--- src/rtl/fcmp_unit.sv ---
// rtl/fcmp_unit.sv - two-stage pipelined single-precision FEQ/FLT/FLE compare unit
//
// Ports:
//   clk, rst         clock and synchronous active-high reset
//   flush            kills every in-flight request and blocks a same-cycle accept
//   in_valid/ready   request handshake; in_op 00 FEQ, 01 FLT, 10 FLE, 11 reserved
//   in_x1, in_x2     IEEE-754 single operands
//   in_tag           destination tag, returned unchanged on out_tag
//   out_valid/ready  result handshake toward integer writeback
//   out_result       1-bit compare result
//   out_nv           invalid-operation flag
module fcmp_unit #(
    parameter int TAG_W = 5
) (
    input  logic             clk,
    input  logic             rst,
    input  logic             flush,
    input  logic             in_valid,
    output logic             in_ready,
    input  logic [1:0]       in_op,
    input  logic [31:0]      in_x1,
    input  logic [31:0]      in_x2,
    input  logic [TAG_W-1:0] in_tag,
    output logic             out_valid,
    input  logic             out_ready,
    output logic             out_result,
    output logic [TAG_W-1:0] out_tag,
    output logic             out_nv
);

    localparam logic [1:0] OP_FEQ = 2'b00;
    localparam logic [1:0] OP_FLT = 2'b01;
    localparam logic [1:0] OP_FLE = 2'b10;

    // Stage 1: captured request
    logic             s1_valid_q, s1_valid_d;
    logic [1:0]       s1_op_q, s1_op_d;
    logic [31:0]      s1_x1_q, s1_x1_d;
    logic [31:0]      s1_x2_q, s1_x2_d;
    logic [TAG_W-1:0] s1_tag_q, s1_tag_d;

    // Stage 2: the output registers themselves
    logic             out_valid_q, out_valid_d;
    logic             out_result_q, out_result_d;
    logic             out_nv_q, out_nv_d;
    logic [TAG_W-1:0] out_tag_q, out_tag_d;

    logic s2_load, s1_load, accept;

    assign s2_load  = !out_valid_q || out_ready;
    assign s1_load  = !s1_valid_q || s2_load;
    assign in_ready = s1_load;
    assign accept   = in_valid && s1_load && !flush;

    // Classification and compare on the stage-1 registers
    logic        x1_nan, x2_nan, x1_snan, x2_snan;
    logic        both_zero, eq, lt;
    logic [30:0] mag1, mag2;
    logic        res_c, nv_c;

    assign mag1    = s1_x1_q[30:0];
    assign mag2    = s1_x2_q[30:0];
    assign x1_nan  = (s1_x1_q[30:23] == 8'hFF) && (s1_x1_q[22:0] != 23'd0);
    assign x2_nan  = (s1_x2_q[30:23] == 8'hFF) && (s1_x2_q[22:0] != 23'd0);
    assign x1_snan = x1_nan && !s1_x1_q[22];
    assign x2_snan = x2_nan && !s1_x2_q[22];

    assign both_zero = (mag1 == 31'd0) && (mag2 == 31'd0);
    assign eq        = (s1_x1_q == s1_x2_q) || both_zero;

    always_comb begin
        lt = 1'b0;
        if (s1_x1_q[31] != s1_x2_q[31]) begin
            // -0 < +0 must stay false
            lt = s1_x1_q[31] && !both_zero;
        end else if (!s1_x1_q[31]) begin
            lt = mag1 < mag2;
        end else begin
            // Sign-magnitude: a larger magnitude is the smaller negative value
            lt = mag1 > mag2;
        end
    end

    always_comb begin
        res_c = 1'b0;
        nv_c  = 1'b0;
        case (s1_op_q)
            OP_FEQ: begin
                res_c = eq;
                nv_c  = x1_snan || x2_snan;
            end
            OP_FLT: begin
                res_c = lt;
                nv_c  = x1_nan || x2_nan;
            end
            OP_FLE: begin
                res_c = lt || eq;
                nv_c  = x1_nan || x2_nan;
            end
            default: begin
                res_c = 1'b0;
                nv_c  = 1'b0;
            end
        endcase
        if (x1_nan || x2_nan) begin
            res_c = 1'b0;
        end
    end

    always_comb begin
        s1_valid_d   = s1_valid_q;
        s1_op_d      = s1_op_q;
        s1_x1_d      = s1_x1_q;
        s1_x2_d      = s1_x2_q;
        s1_tag_d     = s1_tag_q;
        out_valid_d  = out_valid_q;
        out_result_d = out_result_q;
        out_nv_d     = out_nv_q;
        out_tag_d    = out_tag_q;

        if (s1_load) begin
            s1_valid_d = accept;
            if (accept) begin
                s1_op_d  = in_op;
                s1_x1_d  = in_x1;
                s1_x2_d  = in_x2;
                s1_tag_d = in_tag;
            end
        end

        // Data only moves with a real request, so a bubble leaves the last
        // result visible but marked invalid.
        if (s2_load) begin
            out_valid_d = s1_valid_q;
            if (s1_valid_q) begin
                out_result_d = res_c;
                out_nv_d     = nv_c;
                out_tag_d    = s1_tag_q;
            end
        end

        if (flush) begin
            s1_valid_d  = 1'b0;
            out_valid_d = 1'b0;
        end
    end

    always_ff @(posedge clk) begin
        if (rst) begin
            s1_valid_q   <= 1'b0;
            out_valid_q  <= 1'b0;
            out_result_q <= 1'b0;
            out_nv_q     <= 1'b0;
            out_tag_q    <= '0;
        end else begin
            s1_valid_q   <= s1_valid_d;
            s1_op_q      <= s1_op_d;
            s1_x1_q      <= s1_x1_d;
            s1_x2_q      <= s1_x2_d;
            s1_tag_q     <= s1_tag_d;
            out_valid_q  <= out_valid_d;
            out_result_q <= out_result_d;
            out_nv_q     <= out_nv_d;
            out_tag_q    <= out_tag_d;
        end
    end

    assign out_valid  = out_valid_q;
    assign out_result = out_result_q;
    assign out_nv     = out_nv_q;
    assign out_tag    = out_tag_q;

endmodule

--- config.mk ---
export PLATFORM = sky130hd
export DESIGN_NAME = fcmp_unit
export DESIGN_NICKNAME = d
export VERILOG_FILES = /design/src/rtl/fcmp_unit.sv
export SDC_FILE = /design/constraint.sdc
export NUM_CORES = 1
export LEC_CHECK = 0
export CAP_MARGIN = 0
export CELL_PAD_IN_SITES_DETAIL_PLACEMENT = 0
export CELL_PAD_IN_SITES_GLOBAL_PLACEMENT = 1
export CORE_MARGIN = 2
export CORE_UTILIZATION = 45
export CTS_BUF_LIST = sky130_fd_sc_hd__clkbuf_2 sky130_fd_sc_hd__clkbuf_4 sky130_fd_sc_hd__clkbuf_8
export DETAILED_ROUTE_END_ITERATION = 10
export PLACE_DENSITY_LB_ADDON = 0.1
export SETUP_SLACK_MARGIN = 0.05
export SLEW_MARGIN = 20
export SYNTH_ARGS = -nofsm -noshare
export SYNTH_HDL_FRONTEND = slang
export SYNTH_SLANG_ARGS = --single-unit
--- constraint.sdc ---
create_clock -name clk -period 5 [get_ports clk]
set_input_delay 1 -clock clk [delete_from_list [all_inputs] [get_ports clk]]
set_output_delay 1 -clock clk [all_outputs]
set_load 0.03 [all_outputs]
# Yosys cells after proc, flatten, opt, wreduce, memory -nomap -nowiden
# Cells that the tools add are included.
[op_classes] magnitude_cmp=2 eq_ne=6 n_mux=5 bitwise_logic=1 n_reduce_logical=29
[op_table] operator="$logic_not A31 Y1" n=2
[op_table] operator="$reduce_bool A23 Y1" n=2
[op_table] operator="$eq A32 B32 Y1" n=1
[op_table] operator="$gt A31 B31 Y1" n=1
[op_table] operator="$lt A31 B31 Y1" n=1
[op_table] operator="$eq A8 B8 Y1 const B" n=2
[op_table] operator="$logic_and A1 B1 Y1" n=8
[op_table] operator="$logic_not A1 Y1" n=6
[op_table] operator="$logic_or A1 B1 Y1" n=6
[op_table] operator="$reduce_or A2 Y1" n=2
[op_table] operator="$mux W1" n=3
[op_table] operator="$pmux W1 S3" n=1
[op_table] operator="$reduce_and A3 Y1" n=1
[op_table] operator="$eq A2 B1 Y1 const B" n=1
[op_table] operator="$eq A2 B2 Y1 const B" n=1
[op_table] operator="$logic_not A2 Y1" n=1
[op_table] operator="$pmux W1 S2" n=1
[op_table] operator="$reduce_and A2 Y1" n=1
[op_table] operator="$ne A1 B1 Y1" n=1
[op_table] operator="$not A1 Y1" n=1
[totals] reg_bits=80 in_bits=76 out_inout_bits=9 wordCells=52

# Depth between registers and ports, before layout
# Gate-level depths: netlist of run 1.
[logic_depth] depth_word=8 ltp_mapped=8 mapped_depth_nobuf=8

# Worst setup path before layout of run 1
# OpenSTA, ideal clock, no wires.
[synth_timing] path_type="input to register" from="in out_ready" to="reg s1_op_q[0], enable pin" setup_time_ps=437 t_arrival_ps=3092 t_required_ps=4563 slack_ps=1471 stages=3 path_buffers=0 path_cell_list="nor2b_1 > nand2_1 > and3_1"
[synth_between] elab_chain_cells=5
[synth_lines] item="start, declared" line_no="25" rtl="input logic out_ready,"
[synth_lines] item="$logic_or A1 B1 Y1 (*)" line_no="50" rtl="assign s2_load = !out_valid_q || out_ready;"
[synth_lines] item="$logic_or A1 B1 Y1 (*)" line_no="51" rtl="assign s1_load = !s1_valid_q || s2_load;"
[synth_lines] item="net in_ready" line_no="19" rtl="output logic in_ready,"
[synth_lines] item="$logic_and A1 B1 Y1 (2 in a row)" line_no="53" rtl="assign accept = in_valid && s1_load && !flush;"
[synth_lines] item="$reduce_and A3 Y1 (no source line) (*)"
[synth_lines] item="end signal, assigned" line_no="157" rtl="s1_op_q <= s1_op_d;"
[synth_lines] item="end, declared" line_no="37" rtl="logic [1:0] s1_op_q, s1_op_d;"
# The timed path passes the listed nets; every way through them passes the cells marked *.
# A chain may end at the register's enable or synchronous reset.

# Worst setup path in the final report of run 1
[layout_timing] from="in out_ready" to="out in_ready"
[layout_between] elab_chain_cells=2
[layout_lines] item="$logic_or A1 B1 Y1" line_no="50"
[layout_lines] item="$logic_or A1 B1 Y1" line_no="51"
[layout_lines] item="end, declared" line_no="19"
# Every way passes these cells.

==> metrics.yaml, run 1 <==
skew_ns: 0.008304
root_buffer: "clkbuf_8"
grt_pass1_wl_um: 11520
synth_xor_area_frac: 0
ys_async_sr_fraction: 0
max-cap-violations: 0
regArea_um2: 2312
grt_pass1_vias: 2486
track_usage: 0.1737
antenna_found_initial: 0
grt-ovfl-total: 0
pre_cts_ws_ns: 1.654
rsz0062_at_grt: "no"
powerDensity_nw_per_um2: 313.1
worstHoldStart: "out_nv$_SDFFE_PP0P_"
synth_top_family_by_area: "simple AND/OR/NAND/NOR gates"
cts_buffers: 9
fillers: 645
synthMuxAreaShare: 0.01363
period_needed_ns: 3.349
layout.nets: 478
synthAdderAreaFrac: 0.1193
synth_compound_area_frac: 0.06919
synth_edf_count: 71
drive_gt1_frac: 0.07527
post-dp-hpwl_um: 5249
port_buffers: 84
firstDrtPassIters: 4
n_antenna_cell: 0
tightest_slew_ns: 0.9117
postCtsSetupBuffers: 0
cts_resized: 0
viasPerCell: 5.169
postCtsHoldBufs: 0
reg2reg_depth: 7
whs_endpoint: "out_nv$_SDFFE_PP0P_"
drv_slew: 0
r2r_slack_ns: 2.87
cp-end-kind: "primary output"
drc_errors: 0
timing.rr.end: "out_result$_SDFFE_PP0P_"
finalWirelength_um: 7184
synth.avg_cell_area_um2: 13.45
rows: 32
setup_viol: 0
crit_required_ns: 4.00
r2r-start: "s1_x1_q[29]$_DFFE_PP_"
initial_utilization: 0.4702
timing.final.hold_violations: 0
finalSetupTns_ns: 0
peakVddDrop_uv: 195.4
place_congestion: 0.7869
cp-start-kind: "input pin"
drt_iter0_markers: 94
die_y_um: 94.32
syn_nets: 384
critical_path_arrival_ns: 2.35
status: "completed"
synth-simple-area-share: 0.1275
fin_crit_sh: 0.6698
netlist_area_um2: 3671
synthFlopType: "edfxtp_1"
power.total_mw: 1.534
cellLeakagePower_nw: 1.883
yosysSeqAreaShare: 0.6299
clk_pin_slew_worst_paths_ns: 0.08
max_freq_mhz: 298.6
multi_input_area_um2: 1211
worstSetupPathType: "input pin to primary output"
ys_warn_count: 0
fin_ws_ns: 1.651
dieArea_um2: 8896
coreArea_um2: 7807
ios: 85
grt_max_degree: 72
insertion_delay_ns: 0.34
cts_tree: "done"
syn2layout_area_growth_pct: 33.50
path_max_fanout: 4
vias: 2450
htreeDepth: 3
synth_cell_type_count: 42
cts_buffer_depth: 2
synthCells: 273
ys_seq_elements: 80
ant_nets: 0
hold_class: "flip-flop to flip-flop"
cts_sinks: 80
wl_per_cell_um: 15.16
die-width_um: 94.32
holdPathStages: 2
maxSlewHeadroom: 0.3922
==> worst max-delay path, stage by stage <==
cell and delay [ns]:
clkdlybuf4s50_1 0.40, nor2b_1 0.24, nand2_1 0.11, clkdlybuf4s50_1 0.60
==> synthesized netlist by cell type, types with 2 or more instances <==
library cell / n / area, µm²
edfxtp_1: 71 / 2132
o21ai_1: 4 / 20.02
a211oi_1: 3 / 22.52
mux2i_1: 5 / 50.05
nand2_1: 11 / 41.29
nor3b_1: 2 / 15.01
o21ai_0: 3 / 15.01
o31ai_1: 2 / 15.01
a21oi_1: 16 / 80.08
nor3_1: 4 / 20.02
inv_1: 37 / 138.9
nand4_4: 2 / 42.54
nand4_2: 2 / 25.02
nand4_1: 9 / 56.30
dfxtp_1: 9 / 180.2
a21boi_0: 2 / 15.01
nor4_1: 14 / 87.58
nor2_1: 16 / 60.06
ha_1: 35 / 437.9
buf_2: 2 / 10.01
nand3_1: 3 / 15.01
==> registers in the layout, indices dropped and copies added (netlist names) <==
name        count
out_nv          1
out_result      1
out_tag         5
out_valid       1
s1_op_q         2
s1_tag_q        5
s1_valid_q      1
s1_x1_q        32
s1_x2_q        32
==> per-layer routing <==
metal  GRT usage  vias up  part of all wire
li1            -     1220                 -
met5           0        -                 0
met2      0.2970       58              0.48
met4     0.05556        0             0.010
met3     0.05297        5             0.049
met1      0.2106     1167              0.46
==> cells by family (layout without fill, tap and decap cells) <==
| kind of cell | after synthesis | after routing |
|---|---|---|
| multiplexers | 5 | 5 |
| buffers and inverters | 39 | 138 |
| flip-flops | 80 | 80 |
| adder cells (fa/ha/maj) | 35 | 35 |
| AND/OR/NAND/NOR | 74 | 74 |
| AO/OA/AOI/OAI | 40 | 40 |
==> worst max path at each step <==
stage,endpoint,cells past startpoint,start
finish,in_ready,4,out_ready
global placement,in_ready,4,out_ready
detailed placement,in_ready,4,out_ready
floorplan,s1_op_q[0]$_DFFE_PP_,3,out_ready
global route,in_ready,4,out_ready
CTS,in_ready,4,out_ready
==> placed cells by master, fill, tap and decap left out, types with 2 or more instances in the layout <==
master,netlist,final
o21ai_1,4,4
inv_1,37,37
nor3_1,4,4
nor3b_1,2,2
bufinv_16,0,4
a211oi_1,3,3
clkdlybuf4s50_1,0,84
nor4_1,14,14
nand4_2,2,2
nand2_1,11,11
nor2_1,16,16
o21ai_0,3,3
ha_1,35,35
mux2i_1,5,5
nand4_4,2,2
a21oi_1,16,16
o31ai_1,2,2
clkbuf_8,0,9
nand4_1,9,9
nand3_1,3,3
dfxtp_1,9,9
edfxtp_1,71,71
a21boi_0,2,2
==> final cells by class <==
type,count,share of cell area
flip-flops and latches,80,0.4718
clock buffers,10,0.02681
clock inverters,6,0.02681
inverters,37,0.02834
well taps,102,0.02604
multi-input cells,154,0.2471
repair buffers,85,0.1731
==> metrics by stage <==
stage               cell area, µm²    util  cells  hold WS [ns]
floorplan                     3671       -    273        0.4525
global placement              4638  0.5941    458        0.4548
detailed placement            4638  0.5941    458        0.4681
CTS                           4901  0.6277    474        0.4801
global route                  4901  0.6277    474        0.5023
finish                        4901  0.6277    474        0.4726
==> report_power, final <==
part	total [mW]	switching, mW	internal (mW)
registers	0.781	0.0196	0.761
clock network	0.610	0.222	0.387
logic	0.144	0.0597	0.0843
total	1.53	0.302	1.23
Note: power is estimated with default switching activity, not from simulation.
==> inputs of run 2 (changes only) <==
--- a/config.mk
+++ b/config.mk
@@ -9,7 +9,7 @@
 export CELL_PAD_IN_SITES_DETAIL_PLACEMENT = 0
 export CELL_PAD_IN_SITES_GLOBAL_PLACEMENT = 1
 export CORE_MARGIN = 2
-export CORE_UTILIZATION = 45
+export CORE_UTILIZATION = 42
 export CTS_BUF_LIST = sky130_fd_sc_hd__clkbuf_2 sky130_fd_sc_hd__clkbuf_4 sky130_fd_sc_hd__clkbuf_8
 export DETAILED_ROUTE_END_ITERATION = 10
 export PLACE_DENSITY_LB_ADDON = 0.1
==> constraint.sdc (replaced) <==
create_clock -name clk -period 3.44 [get_ports clk]
set_input_delay 0.688 -clock clk [delete_from_list [all_inputs] [get_ports clk]]
set_output_delay 0.688 -clock clk [all_outputs]
set_load 0.03 [all_outputs]
==> run 2 against run 1 <==
Non-clock buffer count grew 1. Critical endpoint unchanged. Sequential power grew 45%. Register-to-register slack lost 1.6 ns. Largest power group unchanged.
==> metrics.yaml, run 2 (synthesis results as in run 1) <==
cts_sinks: 80  # unchanged
critPathTopFamily: "buffers and inverters"
crit_required_ns: 2.75  # -1.25 ns
rsz0062_at_grt: "no"
cp_cell_sequence: "clkdlybuf4s50_1, nor2b_1, nand2_1, clkdlybuf4s50_1"
htreeDepth: 3  # unchanged
setup_viol: 0  # unchanged
cts_buffer_depth: 2  # unchanged
track_usage: 0.1614  # -0.01231
final_util: 0.5677  # -0.06002
path_max_fanout: 4  # unchanged
die_y_um: 97.49  # +3.4%
die-width_um: 97.49  # +3.4%
slowest_delay_ns: 0.60  # about the same
drv_slew: 0  # unchanged
postCtsHoldBufs: 0  # unchanged
drc_errors: 0  # unchanged
root_buffer: "clkbuf_8"
timing.final.hold_violations: 0  # unchanged
fillers: 734  # +14%
post-dp-hpwl_um: 5692  # +8.4%
cts_buffers: 9  # unchanged
place_congestion: 0.7972  # +1.3%
critical_path_arrival_ns: 2.01  # -0.34 ns
worstSetupPathType: "input pin to primary output"
slowest_stage: "clkdlybuf4s50_1"
firstDrtPassIters: 4  # unchanged
coreArea_um2: 8593  # +10%
drive_gt1_frac: 0.07775  # +0.002479
rows: 34  # +6.3%
top_usage_layer: "met2"
final_cell_mix: "clkdlybuf4s50_1 (84), edfxtp_1 (71), inv_1 (37)"
peakVddDrop_uv: 230.7  # +18%
hold_class: "flip-flop to flip-flop"
wl_per_cell_um: 15.12  # -0.22%
cts_tree: "done"
powerDensity_nw_per_um2: 418.0  # +34%
ant_nets: 0  # unchanged
n_antenna_cell: 0  # unchanged
cp-end-kind: "primary output"
finalWirelength_um: 7274  # +1.3%
postCtsSetupBuffers: 0  # unchanged
max_freq_mhz: 371.0
port_buffers: 84  # unchanged
cp_common_cell: "clkdlybuf4s50_1"
drt_iter0_markers: 72  # -23%
viasPerCell: 5.064  # -2.0%
skew_ns: 0.008412  # +0.0001083 ns
initial_utilization: 0.4272  # -0.04299
multi_input_area_um2: 1211  # unchanged
use_met1: 0.1999  # -0.01073
regArea_um2: 2312  # unchanged
grt_pass1_wl_um: 11840  # +2.8%
period_needed_ns: 2.695
cp-start-kind: "input pin"
vias: 2436  # -0.57%
syn2layout_area_growth_pct: 32.89
clk_pin_slew_worst_paths_ns: 0.08  # about the same
tightest_slew_ns: 0.6460  # -0.2657 ns
path_buf_inv: 2  # unchanged
cts_resized: 0  # unchanged
status: "completed"
fin_crit_sh: 0.7835
grt_max_degree: 28  # -61%
finalSetupTns_ns: 0  # unchanged
use_met3: 0.04964  # -0.003329
grt-ovfl-total: 0  # unchanged
dieArea_um2: 9504  # +6.8%
layout.nets: 479  # +0.21%
cellLeakagePower_nw: 1.861  # -1.2%
max-cap-violations: 0  # unchanged
top_regs: "s1_x1_q x32, s1_x2_q x32"
layout_commonest_cell: "clkdlybuf4s50_1"
grt_pass1_vias: 2480  # -0.24%
insertion_delay_ns: 0.35  # about the same
maxSlewHeadroom: 0.5693  # +0.1771
use_met2: 0.2737  # -0.02328
antenna_found_initial: 0  # unchanged
ios: 85  # unchanged
[run 2: power breakdown]
part | internal (mW) | total [mW] | switching (mW)
logic | 0.126 | 0.213 | 0.0879
registers | 1.11 | 1.13 | 0.0282
clock network | 0.347 | 0.692 | 0.345
total | 1.58 | 2.04 | 0.461
[run 2: final timing paths]
| path | startpoint | to | slack, ns | cells after the start |
|---|---|---|---|---|
| max | out_ready | in_ready | 0.74 | 4 |
| min | out_nv$_SDFFE_PP0P_ | out_nv$_SDFFE_PP0P_ | 0.46 | 2 |
| min reg2reg | out_nv$_SDFFE_PP0P_ | out_nv$_SDFFE_PP0P_ | 0.46 | 2 |
| max reg2reg | s1_x1_q[29]$_DFFE_PP_ | out_result$_SDFFE_PP0P_ | 1.25 | 7 |
[run 2: through the flow]
| step | worst slack, ns | area (µm²) | hold slack (ns) | cells | total power [mW] |
|---|---|---|---|---|---|
| 2_1_floorplan | 0.2231 | 3671 | 0.4525 | 273 | 1.245 |
| 3_3_place_gp | 0.7461 | 4678 | 0.4520 | 465 | 1.368 |
| 3_5_place_dp | 0.7456 | 4678 | 0.4521 | 465 | 1.371 |
| 4_1_cts | 0.7439 | 4878 | 0.4671 | 481 | 2.067 |
| 5_1_grt | 0.6975 | 4878 | 0.4956 | 481 | 2.127 |
| 6_report | 0.7447 | 4878 | 0.4586 | 481 | 2.039 |
[run 2: routing by layer]
layer / share of wire / vias up
li1: - / 1220
met5: 0 / -
met4: 0.0049 / 0
met1: 0.45 / 1155
met3: 0.046 / 2
met2: 0.50 / 59
[run 2: layout make-up]
type	instances	share of cell area
clock buffer	10	0.02693
clock inverter	6	0.01411
inverter	37	0.02847
multi-input combinational	154	0.2483
sequential	80	0.4740
tap	108	0.02770
timing repair buffer	86	0.1806
[run 2: worst register-to-register path, cell delays in order, from the launching register on]
cell      delay [ns]
edfxtp_1        0.43
ha_1            0.38
a21oi_1         0.17
a21boi_1        0.08
a211oi_1        0.42
nand2_1         0.10
or3_1           0.36
a31oi_1         0.18
==> inputs of run 3 (changes only) <==
--- a/config.mk
+++ b/config.mk
@@ -9,7 +9,7 @@
 export CELL_PAD_IN_SITES_DETAIL_PLACEMENT = 0
 export CELL_PAD_IN_SITES_GLOBAL_PLACEMENT = 1
 export CORE_MARGIN = 2
-export CORE_UTILIZATION = 42
+export CORE_UTILIZATION = 37
 export CTS_BUF_LIST = sky130_fd_sc_hd__clkbuf_2 sky130_fd_sc_hd__clkbuf_4 sky130_fd_sc_hd__clkbuf_8
 export DETAILED_ROUTE_END_ITERATION = 10
 export PLACE_DENSITY_LB_ADDON = 0.1
==> constraint.sdc (replaced) <==
create_clock -name clk -period 2.4 [get_ports clk]
set_input_delay 0.48 -clock clk [delete_from_list [all_inputs] [get_ports clk]]
set_output_delay 0.48 -clock clk [all_outputs]
set_load 0.03 [all_outputs]
==> run 3 against run 2 <==
Die area increased by 13%. Routed wire length is 2.0% lower. Sequential power grew 43%. Critical endpoint unchanged. First-iteration DRC count up 18%. Clock skew down 0.0015 ns. Hold slack got worse by 0.0017 ns. Non-clock buffer count rose by 2. Critical path type unchanged.
==> metrics.yaml, run 3 (synthesis results as in run 1) <==
status: "completed"
insertion_delay_ns: 0.34  # about the same
cts_buffers: 9  # unchanged
grt_pass1_vias: 2433  # -1.9%
layout.nets: 481  # +0.42%
layout_commonest_cell: "clkdlybuf4s50_1"
crit_required_ns: 1.92  # -0.83 ns
coreArea_um2: 9684  # +13%
ios: 85  # unchanged
cellLeakagePower_nw: 1.880  # +1.0%
wl_met2_um: 3262  # -11%
cts_sinks: 80  # unchanged
die_y_um: 103.6  # +6.3%
viasPerCell: 4.697  # -7.3%
tightest_slew_ns: 0.4703  # -0.1757 ns
finalWirelength_um: 7131  # -2.0%
htreeDepth: 3  # unchanged
rows: 36  # +5.9%
slowest_stage: "clkdlybuf4s50_1"
drv_slew: 0  # unchanged
timing.final.hold_violations: 0  # unchanged
grt_max_degree: 24  # -14%
ant_nets: 0  # unchanged
skew_ns: 0.006911  # -0.001501 ns
fin_crit_sh: 0.9516
stdcell_area_um2: 4938  # +1.2%
cts_resized: 0  # unchanged
max-cap-violations: 0  # unchanged
reg2reg_depth: 7  # unchanged
place_congestion: 0.7546  # -5.3%
cp_common_cell: "clkdlybuf4s50_1"
firstDrtPassIters: 4  # unchanged
dr_wl_met3_um: 314  # -6.5%
antenna_found_initial: 0  # unchanged
cts_tree: "done"
r2r_slack_ns: 0.35  # -0.90 ns
worstSetupPathType: "input pin to primary output"
peakVddDrop_uv: 277.9  # +20%
postCtsSetupBuffers: 0  # unchanged
hold_class: "flip-flop to flip-flop"
critical_path_arrival_ns: 1.80  # -0.21 ns
wl_per_cell_um: 14.04  # -7.2%
finalSetupTns_ns: 0  # unchanged
drc_errors: 0  # unchanged
initial_utilization: 0.3791  # -0.04813
rsz0062_at_grt: "no"
cts_buffer_depth: 2  # unchanged
track_usage: 0.1410  # -0.02037
n_antenna_cell: 0  # unchanged
maxSlewHeadroom: 0.6835  # +0.1142
final_cell_mix: "clkdlybuf4s50_1 (84), edfxtp_1 (71), inv_1 (37)"
setup_viol: 0  # unchanged
vias: 2386  # -2.1%
path_max_fanout: 4  # unchanged
fillers: 861  # +17%
slowest_delay_ns: 0.60  # about the same
critPathTopFamily: "buffers and inverters"
clk_pin_slew_worst_paths_ns: 0.08  # about the same
post-dp-hpwl_um: 5556  # -2.4%
cp_cell_sequence: "clkdlybuf4s50_1, nor2b_1, nand2_1, clkdlybuf4s50_1"
drive_gt1_frac: 0.08267  # +0.004919
path_buf_inv: 2  # unchanged
syn2layout_area_growth_pct: 34.53
dr.max_layer_used: "met4"
powerDensity_nw_per_um2: 597.5  # +43%
routedLengthMet1_um: 3485  # +7.6%
port_buffers: 84  # unchanged
grt_pass1_wl_um: 11850  # about the same
cp-start-kind: "input pin"
top_regs: "s1_x1_q x32, s1_x2_q x32"
path_depth: 4  # unchanged
postCtsHoldBufs: 0  # unchanged
max_freq_mhz: 437.9
dieArea_um2: 10730  # +13%
period_needed_ns: 2.284
die-width_um: 103.6  # +6.3%
post_dp_cell_area_um2: 4737  # +1.3%
holdPathStages: 2  # unchanged
root_buffer: "clkbuf_8"
drt_iter0_markers: 85  # +18%
grt-ovfl-total: 0  # unchanged
cp-end-kind: "primary output"
==> run 3: cell count changes in the layout (fill, tap and decap cells not counted), sizes merged <==
cell	change
inv	+3
buf	+2
clkbuf	-1
clkinvlp	-1
clkinv	-1
==> run 3: power breakdown <==
group | switching, mW | internal [mW]
registers | 0.0397 | 1.58
clock network | 0.522 | 0.496
logic | 0.126 | 0.184
total | 0.687 | 2.26
==> run 3: routing by layer <==
layer  up-vias  GRT usage
met4         0    0.05212
met1      1090     0.1951
met3         6    0.03335
met2        62     0.2167
li1       1228          -
met5         -          0
==> run 3: worst min-delay path, cell delays in order, from the launching register on <==
cell and delay, ns:
dfxtp_1 0.32, nand2_1 0.05, a21oi_1 0.05
==> run 3: layout make-up <==
type | count | area (µm²) | share of cell area
clock inverters | 7 | 77.57 | 0.01571
clock buffers | 9 | 123.9 | 0.02508
repair buffers | 88 | 908.4 | 0.1839
well taps | 133 | 166.4 | 0.03370
multi-input cells | 154 | 1211 | 0.2452
inverters | 37 | 138.9 | 0.02812
flip-flops and latches | 80 | 2312 | 0.4682
==> run 3: stage by stage <==
stage	util	std cells	power (mW)	hold slack, ns	setup slack, ns
finish	0.5099	508	2.951	0.4569	0.1162
global route	0.5099	508	3.088	0.4951	0.08832
CTS	0.5099	508	2.995	0.4608	0.1144
detailed placement	0.4891	492	1.969	0.4502	0.1245
global placement	0.4891	492	1.965	0.4412	0.1376
floorplan	-	273	1.784	0.4525	0.1364
==> run 3: final timing paths <==
kind,startpoint,endpoint
max,out_ready,in_ready
min reg2reg,out_nv$_SDFFE_PP0P_,out_nv$_SDFFE_PP0P_
max reg2reg,s1_x1_q[10]$_DFFE_PP_,out_result$_SDFFE_PP0P_
min,out_nv$_SDFFE_PP0P_,out_nv$_SDFFE_PP0P_
